`src/rtl/vec_sqsum_seq.sv`:
```
// vec_sqsum_seq: sequences operand-buffer reads into the VecALU sum-of-squares
// unit and accumulates each element-pair result into a scalar Result.
// Build option: define VEC_SQSUM_SAT_EN for unsigned saturating accumulation
// with a sticky Overflow flag; otherwise accumulation wraps and Overflow is 0.
module vec_sqsum_seq #(
    parameter int unsigned ADDR_W = 4,
    parameter int unsigned DATA_W = 32
) (
    input  logic              clk,
    input  logic              rst,
    input  logic              Start,
    input  logic [ADDR_W:0]   Len,
    input  logic [ADDR_W-1:0] BaseA,
    input  logic [ADDR_W-1:0] BaseB,
    output logic              Busy,
    output logic              Done,
    output logic [DATA_W-1:0] Result,
    output logic              Overflow,
    output logic              RdEn,
    output logic [ADDR_W-1:0] RdAddrA,
    output logic [ADDR_W-1:0] RdAddrB,
    input  logic [DATA_W-1:0] RdDataA,
    input  logic [DATA_W-1:0] RdDataB,
    output logic              Vec_en,
    output logic [DATA_W-1:0] Operand1,
    output logic [DATA_W-1:0] Operand2,
    input  logic [DATA_W-1:0] AluOut
);

    localparam int unsigned LEN_W = ADDR_W + 1;

    typedef enum logic [1:0] {
        S_IDLE  = 2'd0,
        S_ISSUE = 2'd1,
        S_DRAIN = 2'd2
    } state_t;

    state_t state_q, state_d;

    // Remaining reads to issue; the address registers double as the latched bases.
    logic [LEN_W-1:0]  rem_q, rem_d;
    logic [ADDR_W-1:0] addr_a_d, addr_b_d;
    logic              rd_en_d, busy_d, done_d;
    logic [DATA_W-1:0] acc_d;
    logic              ovf_d;
    logic              valid_q;
    logic              accept_c;
    logic [DATA_W-1:0] sum_c;
    logic              ovf_hit_c;

`ifdef VEC_SQSUM_SAT_EN
    logic [DATA_W:0] sum_wide_c;
    assign sum_wide_c = {1'b0, Result} + {1'b0, AluOut};
    assign sum_c      = sum_wide_c[DATA_W] ? {DATA_W{1'b1}} : sum_wide_c[DATA_W-1:0];
    assign ovf_hit_c  = sum_wide_c[DATA_W];
`else
    assign sum_c      = Result + AluOut;
    assign ovf_hit_c  = 1'b0;
`endif

    assign accept_c = (state_q == S_IDLE) && Start;

    // VecALU operands are gated so the unit only sees data on returning beats.
    assign Vec_en   = valid_q;
    assign Operand1 = valid_q ? RdDataA : '0;
    assign Operand2 = valid_q ? RdDataB : '0;

    // State register.
    always_ff @(posedge clk) begin
        if (rst) state_q <= S_IDLE;
        else     state_q <= state_d;
    end

    // Next-state logic: zero-length starts never leave IDLE.
    always_comb begin
        state_d = state_q;
        case (state_q)
            S_IDLE:  if (Start && (Len != '0)) state_d = S_ISSUE;
            S_ISSUE: if (rem_q == LEN_W'(1))   state_d = S_DRAIN;
            S_DRAIN: state_d = S_IDLE;
            default: state_d = S_IDLE;
        endcase
    end

    // Output logic: next values for the registered outputs and datapath.
    always_comb begin
        rem_d    = rem_q;
        addr_a_d = RdAddrA;
        addr_b_d = RdAddrB;
        rd_en_d  = (state_d == S_ISSUE);
        busy_d   = (state_d != S_IDLE);
        done_d   = (state_q == S_DRAIN) || (accept_c && (Len == '0));
        acc_d    = Result;
        ovf_d    = Overflow;
        if (accept_c) begin
            rem_d    = Len;
            addr_a_d = BaseA;
            addr_b_d = BaseB;
            acc_d    = '0;
            ovf_d    = 1'b0;
        end else begin
            if (state_q == S_ISSUE) begin
                rem_d = rem_q - LEN_W'(1);
                if (state_d == S_ISSUE) begin
                    addr_a_d = RdAddrA + ADDR_W'(1);
                    addr_b_d = RdAddrB + ADDR_W'(1);
                end
            end
            if (valid_q) begin
                acc_d = sum_c;
                ovf_d = Overflow | ovf_hit_c;
            end
        end
    end

    // Output and datapath registers; read data returns one cycle after RdEn.
    always_ff @(posedge clk) begin
        if (rst) begin
            rem_q    <= '0;
            RdEn     <= 1'b0;
            RdAddrA  <= '0;
            RdAddrB  <= '0;
            Busy     <= 1'b0;
            Done     <= 1'b0;
            Result   <= '0;
            Overflow <= 1'b0;
            valid_q  <= 1'b0;
        end else begin
            rem_q    <= rem_d;
            RdEn     <= rd_en_d;
            RdAddrA  <= addr_a_d;
            RdAddrB  <= addr_b_d;
            Busy     <= busy_d;
            Done     <= done_d;
            Result   <= acc_d;
            Overflow <= ovf_d;
            valid_q  <= RdEn;
        end
    end

endmodule
```
`config.mk`:
```
export PLATFORM = sky130hd
export DESIGN_NAME = vec_sqsum_seq
export DESIGN_NICKNAME = d
export VERILOG_FILES = /design/src/rtl/vec_sqsum_seq.sv
export SDC_FILE = /design/constraint.sdc
export NUM_CORES = 1
export LEC_CHECK = 0
export BUFFER_PORTS_ARGS = -buffer_cell sky130_fd_sc_hd__buf_2
export CORE_AREA = 2 2 98 100
export CTS_BUF_LIST = sky130_fd_sc_hd__clkbuf_2
export CTS_CLUSTER_DIAMETER = 120
export DETAILED_ROUTE_END_ITERATION = 8
export DIE_AREA = 0 0 100 102
export GPL_TIMING_DRIVEN = 0
export PLACE_DENSITY = 0.93
export REMOVE_ABC_BUFFERS = 1
export SLEW_MARGIN = 20
export SYNTH_ARGS = -nofsm -noshare
export SYNTH_HDL_FRONTEND = slang
export SYNTH_SLANG_ARGS = --single-unit
```
`constraint.sdc`:
```
create_clock -name clk -period 3.1 [get_ports clk]
set_input_delay 0.62 -clock clk [delete_from_list [all_inputs] [get_ports clk]]
set_output_delay 0.62 -clock clk [all_outputs]
set_load 0.02 [all_outputs]
```
==> results of run 1 <==
[critical path, stage by stage, from the launching register on]
cell	delay, ps
dfxtp_1	390
ha_1	250
fa_1	420
a21oi_1	280
o211ai_1	200
a221oi_2	430
a21oi_1	140
a21oi_2	230
o31a_1	190
mux2i_1	200
nand3_1	80
[kinds of logic (layout without fill, tap and decap cells)]
group / after synthesis / in the layout / synth area share (%)
DFF: 51 / 51 / 24.3
buffers and inverters: 46 / 243 / 4.20
adders and majority gates: 36 / 36 / 10.9
AOI/OAI and AO/OA: 135 / 135 / 21.1
xor gates and xnor gates: 22 / 22 / 4.59
and+or+nand+nor: 226 / 226 / 28.3
muxes: 27 / 27 / 6.44
other: 1 / 5 / 0.0894
[power breakdown]
part / internal, mW / switching [mW]
clock: 0.0614 / 0.234
combinational: 0.257 / 0.357
sequential: 0.697 / 0.0425
[cell type report]
class	count	share of cell area, %
Clock buffer	5	0.461
Multi-Input combinational cell	447	55.6
Antenna cell	4	0.185
Tap cell	111	2.56
Timing Repair Buffer	222	21.0
Clock inverter	3	0.415
Sequential cell	51	18.9
Inverter	13	0.900
[placed cells by master (no fill, tap or decap), types with 20 or more instances in the layout]
cell / n
buf_2: 219
and2_1: 65
dfxtp_1: 50
a21oi_1: 48
nor2_1: 48
nand2_1: 39
ha_1: 35
o21ai_0: 27
mux2i_1: 27
xnor2_1: 20
[registers in the layout, indices dropped and copies added, names as in the netlist]
signal,flops
Vec_en,1
Busy,1
RdAddrA,4
rem_q,5
RdEn,1
RdAddrB,4
Result,32
Done,1
state_q,2
[repair_timing]
| action | 4_1_cts | 5_1_grt |
|---|---|---|
| resized for setup | 0 | 4 |
| buffers inserted | 0 | 1 |
| setup endpoints to repair | 0 | 7 |
[layer usage]
metal	GRT usage (%)	share of wire, %
met1	27.6	40
met2	42.5	48
met3	5.47	7.3
met4	13.1	4.6
met5	0	0
[path summary, 6_finish.rpt]
check | start | to | slack [ps] | cells past startpoint
worst max-delay path | Result[0]$_SDFFE_PP0P_ | Result[24]$_SDFFE_PP0P_ | 240 | 10
worst min-delay path | BaseA[0] | RdAddrA[0]$_SDFFE_PP0P_ | 370 | 3
worst max register to register | Result[0]$_SDFFE_PP0P_ | Result[24]$_SDFFE_PP0P_ | 240 | 10
worst min register to register | RdEn$_SDFF_PP0_ | Vec_en$_SDFF_PP0_ | 480 | 1
[stage by stage]
| stage | power, mW | setup TNS [ps] | instances | hold slack [ps] | cell area, µm² |
|---|---|---|---|---|---|
| 3_3_place_gp | 1.34 | -67290 | 841 | 440 | 5300 |
| 3_5_place_dp | 1.36 | -1830 | 843 | 453 | 5350 |
| 5_1_grt | 1.75 | 0 | 856 | 339 | 5420 |
| 4_1_cts | 1.66 | 0 | 851 | 320 | 5390 |
| 2_1_floorplan | 1.15 | -2600 | 511 | 450 | 4070 |
| 6_report | 1.65 | 0 | 856 | 369 | 5420 |
==> flow_summary.yaml, run 1 <==
power_and_ir_drop:
  cellLeakagePower_nw: 2.80
  power_density_nw_per_um2: 304
  peakVddDrop_mv: 0.271
sta:
  period_share_pct: 92.1
  setup_viol: 0
  hold_viol: 0
  relSlewSlack_pct: 33.8
  rsz0062_at_grt: "false"
  period_minus_slack_ps: 2860
  slew_violations: 0
  setup_slack_ps: 244
  finClkSkew_ps: 35.9
  max_freq_mhz: 350
  tightest_slew_ps: 989
yosys:
  synth_common_cells: "65 x and2_1, 51 x dfxtp_1, 49 x a21oi_1, 49 x nor2_1, 39 x nand2_1"
  synth_seq_cells: 51
  ys_seq_area_share_pct: 24.3
  syn_avg_cell_area_um2: 7.71
  synthesis.area_um2: 4200
  synthArstFlopShare_pct: 0
  yosys.area.top_type: "dfxtp_1"
  ys.warnings.count: 0
  yosys-top-cells-area: "dfxtp_1 24%, ha_1 10%, and2_1 9.7%, mux2i_1 6.4%, a21oi_1 5.8%"
  synth.most_common_cell: "and2_1"
  synth_top_area_share_pct: 24.3
  ys_types: 54
  synth_edf_count: 0
  ys.flop_type: "dfxtp_1"
  syn_inst: 544
drt:
  wl_um: 13000
  drt_iter0_drc: 242
  num_vias: 4677
  routedWlPerCell_um: 15.1
  drt-pass1-iter-count: 5
  viasPerCell: 5.46
  drcViolationCount: 0
  drtAntennaViolNets: 0
grt:
  grt_first_pass_wirelength_um: 20000
  grt_max_degree: 90
  grt_pass1_vias: 4237
  overflow: 0
  antenna_found_initial: 4
  grt_use_total_pct: 24.3
layout:
  n_fill_cell: 851
  final_util_pct: 59.5
  layout-drive-gt1-share_pct: 33.2
  multi_input_area_um2: 3020
  area_delta_synth_final_pct: 29.3
  layout.nets: 888
  seqCellArea_um2: 1020
setup_path:
  path_class: "flip-flop to flip-flop"
  cp_max_fo: 4
  arrival_ps: 3260
  cp-end-kind: "flip-flop"
  cp-start-kind: "flip-flop"
  cp.required_ps: 3500
clock_network:
  cts_buffers: 5
  clock_latency_ps: 460
  cts_tree: "done"
  cts.sinks: 51
  cts-root-buf: "clkbuf_2"
  cts_hold_buf: 0
  cts.clk_slew.worst_paths_ps: 300
  clock_path_buffers: 2
  cts_max_level: 2
floorplan:
  dieHeight_um: 102
  dieArea_um2: 10200
  start_util_pct: 46.1
  fp-row-count: 35
  core_um2: 9110
  dieWidth_um: 100
  io_pins: 221
run:
  maxCapViolations: 0
hold_path:
  hold_path_class: "input port to flip-flop"
placement:
  dp_slack_ps: -337
  place.gp.congestion: 0.900
  hpwl_um: 10400
  place.port_buffers: 219
run_status:
  status: "completed"
Power figures use the tool's default switching activity.
==> inputs of run 2 (changes only) <==
--- a/config.mk
+++ b/config.mk
@@ -6,6 +6,7 @@
 export NUM_CORES = 1
 export LEC_CHECK = 0
 export BUFFER_PORTS_ARGS = -buffer_cell sky130_fd_sc_hd__buf_2
+export CAP_MARGIN = 20
 export CORE_AREA = 2 2 98 100
 export CTS_BUF_LIST = sky130_fd_sc_hd__clkbuf_2
 export CTS_CLUSTER_DIAMETER = 120
==> constraint.sdc (replaced) <==
create_clock -name clk -period 3 [get_ports clk]
set_input_delay 0.6 -clock clk [delete_from_list [all_inputs] [get_ports clk]]
set_output_delay 0.6 -clock clk [all_outputs]
set_load 0.02 [all_outputs]
==> run 2 against run 1 <==
Against the previous run: combinational power increased by 3.6%; clock skew increased by 2.8 ps; sequential cell count unchanged; total power increased by 3.7%; first-iteration DRC count unchanged; wire length decreased by 0.19%; die area unchanged; critical path depth decreased by 1; worst hold slack got worse by 30 ps; cell count increased by 0.12%; fmax increased by 1.2%; largest cell class unchanged; highest routed layer unchanged.
==> flow_summary.yaml, run 2 (same netlist as run 1, synthesis figures left out) <==
run_status:
  status: "completed"
clock_network:
  clock_latency_ps: 470
  cts.sinks: 51
  cts-root-buf: "clkbuf_2"
  cts.clk_slew.worst_paths_ps: 280
  cts_buffers: 5
  cts_tree: "done"
  clock_path_buffers: 2
  cts_max_level: 2
  cts_hold_buf: 0
sta:
  period_share_pct: 94.1
  finClkSkew_ps: 38.7
  setup_slack_ps: 177
  rsz0062_at_grt: "false"
  max_freq_mhz: 354
  tightest_slew_ps: 826
  relSlewSlack_pct: 44.7
  hold_viol: 0
  slew_violations: 0
  setup_viol: 0
  fin_hold_ws_ps: 339
  period_minus_slack_ps: 2820
drt:
  drcViolationCount: 0
  drt_iter0_drc: 242
  viasPerCell: 5.47
  num_vias: 4692
  routedWlPerCell_um: 15.1
  wl_um: 12900
  drtAntennaViolNets: 0
  drt-pass1-iter-count: 5
floorplan:
  dieWidth_um: 100
  start_util_pct: 46.1
  dieArea_um2: 10200
  fp-row-count: 35
  io_pins: 221
  dieHeight_um: 102
  core_um2: 9110
layout:
  area_delta_synth_final_pct: 29.7
  final_cell_mix: "219 x buf_2, 65 x and2_1, 49 x dfxtp_1, 48 x nor2_1, 47 x a21oi_1"
  layout.nets: 889
  layout_commonest_cell: "buf_2"
  largest_register_ffs: 32
  layout-drive-gt1-share_pct: 33.7
  top_regs: "Result: 32 flops, rem_q: 5 flops"
  top_register: "Result"
power_and_ir_drop:
  cellLeakagePower_nw: 2.80
  peakVddDrop_mv: 0.259
  power_mw: 1.71
  power_density_nw_per_um2: 314
placement:
  hpwl_um: 10400
  place.port_buffers: 219
  place.gp.congestion: 0.900
  dp_slack_ps: -417
grt:
  antenna_found_initial: 4
  grt_use_total_pct: 24.4
  grt_first_pass_wirelength_um: 20100
  grt_max_degree: 90
  grt_pass1_vias: 4261
  overflow: 0
setup_path:
  slowest_delay_ps: 450
  cp_max_fo: 5
  cp-end-kind: "flip-flop"
  cp-start-kind: "flip-flop"
  path_class: "flip-flop to flip-flop"
  r2r_slack_ps: 180
  cp.required_ps: 3400
  slowest_stage: "a2111oi_4"
  worstPathCellList: "ha_1 > a211o_1 > a2111oi_4 > nor4b_4 > a221o_2 > a31oi_4 > o31ai_4 > xnor2_1 > a211oi_1"
  arrival_ps: 3220
hold_path:
  hold_path_class: "input port to flip-flop"
run:
  maxCapViolations: 0
## run 2: critical path, delay by kind of cell (launching register included)
kind	cells	cell delay [ps]
compound gates	6	1800
xor+xnor	1	150
fa+ha+maj	1	300
flops	1	410
simple gates	1	110
## run 2: final timing paths
| kind | startpoint | end | cells past startpoint |
|---|---|---|---|
| worst max-delay path | Result[1]$_SDFFE_PP0P_ | Result[21]$_SDFFE_PP0P_ | 9 |
| worst min-delay path | BaseA[0] | RdAddrA[0]$_SDFFE_PP0P_ | 3 |
| worst max register to register | Result[1]$_SDFFE_PP0P_ | Result[21]$_SDFFE_PP0P_ | 9 |
| worst min register to register | RdEn$_SDFF_PP0_ | Vec_en$_SDFF_PP0_ | 1 |
## run 2: routing by layer
layer	vias to the layer above	wire [µm]	global-route usage, %
met3	32	979	5.47
met2	202	6150	42.3
met5	-	0	0
li1	2331	-	-
met1	2127	5160	27.7
met4	0	650	14.0
## run 2: layout make-up
cell class	instances	area [µm²]
Inverter	13	48.8
Sequential cell	51	1030
Clock buffer	5	25.0
Antenna cell	4	10.0
Fill cell	851	3670
Tap cell	111	139
Timing Repair Buffer	223	1150
Clock inverter	3	22.5
Multi-Input combinational cell	447	3020
## run 2: repair_timing
item	4_1_cts	5_1_grt
gates resized for setup	1	6
endpoints found under the setup margin	2	6
pin swaps	0	1
setup buffers	0	1
## run 2: through the flow
step	instances	util [%]	TNS (ps)	cell area [µm²]
after floorplan	511	-	-3600	4070
after global placement	841	58.2	-76210	5300
after detailed placement	843	58.7	-2710	5350
after CTS	851	59.3	0	5400
after global routing	857	59.7	0	5440
final	857	59.7	0	5440
## run 2: power breakdown
group / switching (mW) / internal (mW) / leakage [nW]
clock: 0.246 / 0.0634 / 0.0338
combinational: 0.369 / 0.267 / 2.35
sequential: 0.0436 / 0.721 / 0.417
